**src/rtl/wiredpanda_io_pkg.sv**
```systemverilog
// Shared constants and helpers for the wiRedPanda input conditioning blocks.
// Defaults match a 2-flop synchroniser and a 16-cycle debounce window.
package wiredpanda_io_pkg;

    localparam int WP_SYNC_STAGES     = 2;
    localparam int WP_DEBOUNCE_CYCLES = 16;

    // Wide enough to hold DEBOUNCE_CYCLES, although the counter itself stops at DEBOUNCE_CYCLES-1.
    function automatic int wp_cnt_width(input int debounce_cycles);
        return $clog2(debounce_cycles + 1);
    endfunction

endpackage

```
**src/rtl/wiredpanda_debounce_channel.sv**
```systemverilog
// One debounced button: synchroniser chain, persistence counter, accepted level
// and registered rise/fall pulses that coincide with the level change.
module wiredpanda_debounce_channel
    import wiredpanda_io_pkg::*;
#(
    parameter int SYNC_STAGES     = WP_SYNC_STAGES,
    parameter int DEBOUNCE_CYCLES = WP_DEBOUNCE_CYCLES
) (
    input  logic clk,
    input  logic rst_n,
    input  logic raw,
    output logic level,
    output logic rise,
    output logic fall
);

    localparam int                CNT_W   = wp_cnt_width(DEBOUNCE_CYCLES);
    localparam logic [CNT_W-1:0]  CNT_MAX = CNT_W'(DEBOUNCE_CYCLES - 1);

    logic [SYNC_STAGES-1:0] sync;
    logic                   s;
    logic                   stable;
    logic [CNT_W-1:0]       cnt;

    assign s     = sync[SYNC_STAGES-1];
    assign level = stable;

    // Only sync[0] may go metastable; later stages give it time to settle.
    always_ff @(posedge clk or negedge rst_n) begin
        if (!rst_n) begin
            sync <= '0;
        end else begin
            sync <= {sync[SYNC_STAGES-2:0], raw};
        end
    end

    // Any cycle where the synchronised value matches the accepted one restarts the count.
    always_ff @(posedge clk or negedge rst_n) begin
        if (!rst_n) begin
            stable <= 1'b0;
            cnt    <= '0;
            rise   <= 1'b0;
            fall   <= 1'b0;
        end else begin
            rise <= 1'b0;
            fall <= 1'b0;
            if (s == stable) begin
                cnt <= '0;
            end else if (cnt == CNT_MAX) begin
                stable <= s;
                cnt    <= '0;
                rise   <= s;
                fall   <= ~s;
            end else begin
                cnt <= cnt + CNT_W'(1);
            end
        end
    end

endmodule

```
**src/rtl/wiredpanda_input_debouncer.sv**
```systemverilog
// Debounces N_INPUTS raw push-buttons for a generated wiRedPanda logic module
// and flags any accepted edge on btn_changed.
module wiredpanda_input_debouncer
    import wiredpanda_io_pkg::*;
#(
    parameter int N_INPUTS        = 2,
    parameter int SYNC_STAGES     = WP_SYNC_STAGES,
    parameter int DEBOUNCE_CYCLES = WP_DEBOUNCE_CYCLES
) (
    input  logic                clk,
    input  logic                rst_n,
    input  logic [N_INPUTS-1:0] btn_raw,
    output logic [N_INPUTS-1:0] btn_level,
    output logic [N_INPUTS-1:0] btn_rise,
    output logic [N_INPUTS-1:0] btn_fall,
    output logic                btn_changed
);

    if (SYNC_STAGES < 2) begin : g_bad_sync
        $fatal(1, "wiredpanda_input_debouncer: SYNC_STAGES must be at least 2");
    end
    if (DEBOUNCE_CYCLES < 1) begin : g_bad_debounce
        $fatal(1, "wiredpanda_input_debouncer: DEBOUNCE_CYCLES must be at least 1");
    end

    for (genvar i = 0; i < N_INPUTS; i++) begin : g_chan
        wiredpanda_debounce_channel #(
            .SYNC_STAGES    (SYNC_STAGES),
            .DEBOUNCE_CYCLES(DEBOUNCE_CYCLES)
        ) u_chan (
            .clk  (clk),
            .rst_n(rst_n),
            .raw  (btn_raw[i]),
            .level(btn_level[i]),
            .rise (btn_rise[i]),
            .fall (btn_fall[i])
        );
    end

    assign btn_changed = |(btn_rise | btn_fall);

endmodule

```
**config.mk**
```make
export PLATFORM = sky130hd
export DESIGN_NAME = wiredpanda_input_debouncer
export DESIGN_NICKNAME = d
export VERILOG_FILES = /design/src/rtl/wiredpanda_io_pkg.sv /design/src/rtl/wiredpanda_debounce_channel.sv /design/src/rtl/wiredpanda_input_debouncer.sv
export SDC_FILE = /design/constraint.sdc
export NUM_CORES = 1
export LEC_CHECK = 0
export ABC_CLOCK_PERIOD_IN_PS = 1950
export CORE_ASPECT_RATIO = 0.9
export CORE_MARGIN = 5
export CORE_UTILIZATION = 55
export CTS_CLUSTER_DIAMETER = 80
export DETAILED_ROUTE_END_ITERATION = 8
export MAX_ROUTING_LAYER = met4
export PLACE_DENSITY = 0.83
export SYNTH_ARGS = -nofsm -noshare
export SYNTH_HDL_FRONTEND = slang
export SYNTH_SLANG_ARGS = --single-unit
```
**constraint.sdc**
```tcl
create_clock -name clk -period 1.95 [get_ports clk]
set_clock_uncertainty 0.15 [all_clocks]
set_input_delay 0.2925 -clock clk [delete_from_list [all_inputs] [get_ports clk]]
set_output_delay 0.2925 -clock clk [all_outputs]
set_load 0.01 [all_outputs]
```
==> metrics.cfg <==
[run_status]
outcome=finished clean

[critical_path]
cp_slowest_stage_delay_ns=0.51
r2r.worst_path.cells=3
cp.arrival_ns=1.44
critPathSlowestCell=or4_1
path_max_fanout=2
cp-start-kind=flip-flop
worstSetupPathDepth=2
crit_path_end_kind=output pin
path_cells=or4_1, clkdlybuf4s15_1
cp_num_buf_inv=1
crit_type=flip-flop to output pin
cp_data_required_time_ns=1.51
critical_path.top_delay_family=simple AND/OR/NAND/NOR gates

[cells_and_area]
n_antenna_cell=0
area_growth_pct=16.4
stdcell_area_um2=951
n_fill_cell=109
fin_nets=75
drive_gt1_frac=0.147

[synth]
syn_area_um2=817
yosysTopAreaCell=dfrtp_1
syn_nets=65
seq_area_frac_synth=0.613
synth-seq-cells=20
ys_types=15
yosysTopAreaCellShare=0.613
syn_inst=59
yosys_warnings=0
synth_area_leaders=dfrtp_1, xor2_1, nand4b_4
avgSynthCellArea_um2=13.8

[routing]
vias=430
routedWlPerCell_um=12.7
ant_nets=0
drtIter0Drc=1
route.detailed.drc=0
firstDrtPassIters=2
via_per_inst=5.18
routed_wl_um=1050

[clocking]
cts.clk_slew.worst_paths_ns=0.12
clkSinkCount=20
cts_made_buffers=3
cts_buffer_depth=2
cts_tree=built
clk_latency_ns=0.31
h-tree-depth=1
root_buffer=clkbuf_4

[sta]
setup_viol=0
setup_slack_ns=0.0636
relSlewSlack=0.798
fmax_mhz=530
tightestPinTransition_ns=0.302
finalWorstPathRequiredPeriod_ns=1.89
setup_tns_ns=0
period_share=0.967
rsz0062_at_grt=no
hold_viol_final=0
slew_violations=0
whs_ns=0.151

[global_routing]
grt_usage=0.117
grt_pass1_wl_um=1890
grt_max_degree=21
grt_pass1_vias=424
antenna_found_initial=0
overflow=0

[power]
vdd_drop_max_mv=0.511
p_leak_nw=0.537
power_density_nw_per_um2=856
power_mw=0.814

[placed_design]
pre_cts_ws_ns=0.153
dp_hpwl_um=758
place_area_um2=898
port_buffers=10
gp_congestion=0.681

[floorplanning]
coreArea_um2=1430
die_area_um2=2360
die_x_um=50.6
start_util=0.571
fp.dieH_um=46.6
rows=13
io_pins=11

[job]
maxCapViolCount=0

[worst_hold_path]
hold_path_class=primary input to asynchronous set/reset pin

## final timing paths
path,from,end,slack (ns)
max,g_chan[0].u_chan.fall,btn_changed,0.06
min,rst_n,g_chan[1].u_chan.sync[0],0.15
max reg2reg,g_chan[1].u_chan.cnt[0],g_chan[1].u_chan.level,0.57
min reg2reg,g_chan[0].u_chan.sync[0],g_chan[0].u_chan.sync[1],0.21
max in group asynchronous,rst_n,g_chan[1].u_chan.fall,1.29
min in group clk,g_chan[0].u_chan.sync[0],g_chan[0].u_chan.sync[1],0.21
## metal layers
layer / GRT usage / vias up / wire (µm)
met4: 0.0918 / 0 / 39
met1: 0.152 / 199 / 521
li1: - / 215 / -
met5: - / - / 0
met2: 0.156 / 11 / 437
met3: 0.0291 / 5 / 53
## sequential cells by signal (all words and copies together), names as in the netlist
name and flops:
g_chan.u_chan.sync 4, g_chan.u_chan.fall 2, g_chan.u_chan.cnt 10, g_chan.u_chan.rise 2
g_chan.u_chan.level 2
## per-stage QoR
step / std cells / utilization
6_report: 83 / 0.664
5_1_grt: 83 / 0.664
4_1_cts: 83 / 0.663
3_5_place_dp: 79 / 0.628
3_3_place_gp: 79 / 0.628
2_1_floorplan: 59 / -
## synthesized netlist by cell type
library cell and count:
and2_1 2, nand4b_4 2, nor3b_1 4, buf_4 6
nand2_1 4, nor2_1 4, ha_1 2, and3_1 1
dfrtp_1 20, xor2_1 6, mux2_4 2, and3_2 1
nand3_1 2, a31oi_1 2, or4_1 1
## placed cells by master, fill, tap and decap left out
master,Yosys,final
buf_4,6,1
nor2_1,4,4
ha_1,2,2
clkdlybuf4s15_1,0,1
and3_1,1,1
nand3_1,2,2
or4_1,1,1
bufinv_16,0,1
clkbuf_4,0,3
and3_2,1,1
nand2_1,4,4
nand4b_4,2,2
and2_1,2,2
dfrtp_1,20,20
a31oi_1,2,2
mux2_4,2,2
clkdlybuf4s50_1,0,9
xor2_1,6,6
nor3b_1,4,4
## cell type report
cell class                 instances  area (µm²)  area share
timing repair buffer              11         108       0.113
clock buffer                       3        22.5      0.0237
tap                               15        18.8      0.0197
sequential                        20         500       0.526
multi-input combinational         33         272       0.286
clock inverter                     1        30.0      0.0316
## where the power goes
part	internal (mW)	switching, mW
clock network	0.208	0.129
registers	0.429	0.0121
logic	0.0180	0.0189
## worst register-to-register path: cells and delay by family, from the launching register on
family	cells	cell delay [ns]
adder cells (fa/ha/maj)	1	0.27
flip-flops	1	0.41
multiplexers	1	0.30
AND/OR/NAND/NOR	1	0.15
## cell families after synthesis
| family | share of synthesized area |
|---|---|
| AO/OA/AOI/OAI | 0.0153 |
| XOR/XNOR | 0.0643 |
| adder cells (fa/ha/maj) | 0.0306 |
| buffers and inverters | 0.0551 |
| flip-flops | 0.613 |
| multiplexers | 0.0368 |
| AND/OR/NAND/NOR | 0.185 |
## repair_timing
action                     CTS  global route
resized for setup            1             1
setup endpoints to repair    1             1
hold buffers                 0             0
pin swaps                    0             0
buffers inserted             0             0
Note: power is estimated with default switching activity, not from simulation.
==> edit 1: new RTL, same settings <==
Set the package constant `WP_DEBOUNCE_CYCLES` to 32 (it was 16).
--- a/src/rtl/wiredpanda_io_pkg.sv
+++ b/src/rtl/wiredpanda_io_pkg.sv
@@ -5,3 +5,3 @@
     localparam int WP_SYNC_STAGES     = 2;
-    localparam int WP_DEBOUNCE_CYCLES = 16;
+    localparam int WP_DEBOUNCE_CYCLES = 32;
 
Behaviour: same outputs for any inputs over 10 cycles, from zero or initial values and one cycle with rst_n low; that may be too few to reach the edited logic, so the function may still have changed.
==> edit 1 against the original RTL <==
  * Sequential power rose by 9.3%
  * Sequential cell count is 2 higher
  * Total power is 12% lower
  * Wire length grew 19%
  * Cell area up 8.7%
  * Worst hold slack improved by 16 ps
  * Critical endpoint unchanged
  * Worst setup slack improved by 5.2 ps
  * Critical path type unchanged
  * Die area grew 9.8%
  * Largest cell class unchanged
  * Synthesized area is 12% higher
  * Core utilization down 3.0 points
==> edit 1: results <==
metrics = {
    "outcome": {
        "status": "finished, final reports clean",
    },
    "power": {
        "leakage_nw": 0.4595,
        "clockPowerShare_pct": 27.4,
        "power.switching_mw": 0.1580,
        "ir_drop_v": 0.0003778,
        "seq_power_mw": 0.482,
        "p_per_area_mw_per_mm2": 696.1,
    },
    "placement": {
        "dpl_cell_area_mm2": 0.001011,
        "placed_cells_incl_taps": 103,
        "gp_congestion": 0.7895,
        "place_ws_ps": 160.3,
        "place_hpwl_um": 937.4,
    },
    "synthesis": {
        "synthXorXnorAreaFrac_pct": 8.583,
        "synthAdderAreaFrac_pct": 2.725,
        "yosys.cell_types.count": 22,
        "avgSynthCellArea_um2": 12.41,
        "synth_commonest_cells": "dfrtp_1, nor2_1, buf_4, nor3b_1, xnor2_1",
        "yosysSeqAreaShare_pct": 59.95,
        "syn-num-nets": 80,
        "synth_compound_area_share_pct": 2.997,
        "synthMuxAreaShare_pct": 2.861,
    },
    "critical_path": {
        "r2r_start": "g_chan[0].u_chan.cnt[0]",
        "reg2regPathDepth": 4,
        "setup.worst_path.start": "g_chan[0].u_chan.fall",
    },
    "layout": {
        "finalNetCount": 90,
        "final_cells": 106,
        "layout-drive-gt1-share_pct": 13.41,
        "top_regs": "g_chan.u_chan.cnt: 12 flops, g_chan.u_chan.sync: 4 flops",
    },
    "clock_network": {
        "postCtsSetupRepairBufs": 0,
    },
    "timing": {
        "relSlewSlack_pct": 74.28,
    },
    "global_routing": {
        "grt_max_degree": 23,
        "grt_pass1_wl_mm": 2.270,
        "met3_usage_pct": 2.761,
        "grtUsageTotal_pct": 12.51,
        "first_global_vias": 508,
        "met1_usage_pct": 17.27,
    },
    "routing": {
        "first_iter_violations": 5,
        "met1_length_um": 619,
        "drt-vias-per-instance": 5.179,
        "wl_met3_um": 71,
        "wl_per_cell_um": 11.82,
        "wl_met2_um": 528,
    },
}
## edit 1: cell type report
| class | count | area [um2] |
|---|---|---|
| inverters | 1 | 3.754 |
| flip-flops and latches | 22 | 550.5 |
| fillers | 131 | 595.6 |
| clock buffers | 3 | 22.52 |
| well taps | 24 | 30.03 |
| repair buffers | 11 | 107.6 |
| multi-input cells | 45 | 319.1 |
## edit 1: how the worst min path moves through the flow
stage	start	endpoint	cells past startpoint
5_1_grt	rst_n	g_chan[0].u_chan.cnt[4]	2
4_1_cts	rst_n	g_chan[1].u_chan.cnt[1]	2
3_3_place_gp	g_chan[0].u_chan.sync[0]	g_chan[0].u_chan.sync[1]	0
2_1_floorplan	rst_n	g_chan[0].u_chan.cnt[0]	0
3_5_place_dp	g_chan[1].u_chan.sync[0]	g_chan[1].u_chan.sync[1]	0
6_report	rst_n	g_chan[1].u_chan.cnt[2]	2
## edit 1: worst max-delay path: cells and delay by family, from the launching register on
kind,cells,cell delay (ps)
buf+inv,1,240
flops,1,390
simple gates,1,510
==> edit 2: new RTL, same flow settings <==
Made on the original files. Make the reset (`rst_n`) synchronous in 2 clocked blocks.
--- a/src/rtl/wiredpanda_debounce_channel.sv
+++ b/src/rtl/wiredpanda_debounce_channel.sv
@@ -28,3 +28,3 @@
     // Only sync[0] may go metastable; later stages give it time to settle.
-    always_ff @(posedge clk or negedge rst_n) begin
+    always_ff @(posedge clk) begin
         if (!rst_n) begin
@@ -37,3 +37,3 @@
     // Any cycle where the synchronised value matches the accepted one restarts the count.
-    always_ff @(posedge clk or negedge rst_n) begin
+    always_ff @(posedge clk) begin
         if (!rst_n) begin
Behaviour: no difference found for any inputs over 10 cycles, from zero or initial values and one cycle with rst_n low; that may be too few to reach the edited logic, so the function may still have changed.
==> edit 2 against the original RTL <==
  * Synthesized area shrank 7.8%
  * Die area shrank 6.2%
  * Worst setup slack gained 37 ps
  * Register-to-register slack lost 210 ps
  * Sequential cell count is the same
  * Wire length grew 0.57%
  * Cell area shrank 8.3%
  * Critical path depth is the same
Power is not compared: it rests on default switching activity, and its combinational part moved more than twofold at a synthesized area within 25%.
==> edit 2: results <==
metrics = {
    "outcome": {
        "status": "finished, final reports clean",
    },
    "synthesis": {
        "synthAdderAreaFrac_pct": 6.645,
        "ys.flop_type": "dfxtp_1",
        "synth.area.top_cells": "dfxtp_1, ha_1, buf_4, nor2_1, xor2_1",
        "synthMuxAreaShare_pct": 2.658,
        "synth_commonest_cells": "dfxtp_1, nor2_1, buf_4",
        "syn-num-nets": 80,
        "yosys.cell_types.count": 17,
        "yosysSeqAreaShare_pct": 53.16,
        "synthXorXnorAreaFrac_pct": 6.977,
    },
    "critical_path": {
        "reg2regPathDepth": 5,
        "cp.arrival_ps": 1410,
        "r2r_slack_ps": 360,
        "reg2reg_to": "g_chan[0].u_chan.cnt[3]",
    },
    "clock_network": {
        "path_clk_slew_ps": 100,
    },
    "layout": {
        "final_area_um2": 872.1,
        "final_cells": 93,
        "finalNetCount": 88,
        "fillCellCount": 101,
    },
    "global_routing": {
        "grt_max_degree": 13,
        "grt_pass1_wl_mm": 1.821,
        "grtUsageTotal_pct": 11.37,
        "first_global_vias": 427,
    },
    "worst_hold_path": {
        "hold_path_class": "reg2reg",
    },
    "timing": {
        "worst-slew-pin-transition_ps": 323.1,
        "fin_hold_ws_ps": 291.2,
    },
    "routing": {
        "via_count": 456,
        "first_iter_violations": 9,
        "wl_mm": 1.057,
    },
    "placement": {
        "place_hpwl_um": 816,
        "place_ws_ps": 226.6,
    },
}
==> edit 2: cell types whose count changed in the layout (fill, tap and decap cells not counted), sizes merged, moves of 4 or more <==
cell	change
dfrtp	-20
dfxtp	+20
inv	+4
nor2	+6
==> edit 2: metal layers <==
layer | GRT usage, % | up-vias | share of wire [%]
met2 | 18.23 | 13 | 47
met5 | - | - | 0
met1 | 12.45 | 200 | 45
li1 | - | 241 | -
met3 | 3.960 | 2 | 6.0
met4 | 6.452 | 0 | 2.1
==> edit 2: area by class of cell <==
| class | instances | share of cell area, % |
|---|---|---|
| timing repair buffer | 10 | 11.33 |
| sequential | 20 | 45.91 |
| inverter | 4 | 1.722 |
| clock buffer | 3 | 2.582 |
| clock inverter | 1 | 3.443 |
| tap | 14 | 2.009 |
| multi-input combinational | 41 | 33.00 |
==> edit 2: how the worst max path moves through the flow <==
stage                                  startpoint                       to  slack (ps)  cells after the start
final                       g_chan[0].u_chan.fall              btn_changed         100                      2
after global routing        g_chan[0].u_chan.fall              btn_changed          40                      2
after CTS                   g_chan[0].u_chan.fall              btn_changed          90                      2
after detailed placement    g_chan[0].u_chan.fall              btn_changed         230                      2
after global placement      g_chan[0].u_chan.fall              btn_changed         240                      2
after floorplan           g_chan[0].u_chan.cnt[0]  g_chan[0].u_chan.cnt[2]         510                      5
==> edit 2: power by group through the flow <==
stage	clock (mW)	sequential [mW]	combinational (mW)
finish	0.336	0.416	0.0166
global route	0.370	0.417	0.0180
CTS	0.340	0.417	0.0169
detailed placement	0	0.426	0.0169
global placement	0	0.426	0.0166
floorplan	0	0.425	0.0102
==> edit 2: critical path, stage by stage (launching register included) <==
cell	delay [ps]
dfxtp_1	320
or4_1	500
dlygate4sd2_1	290
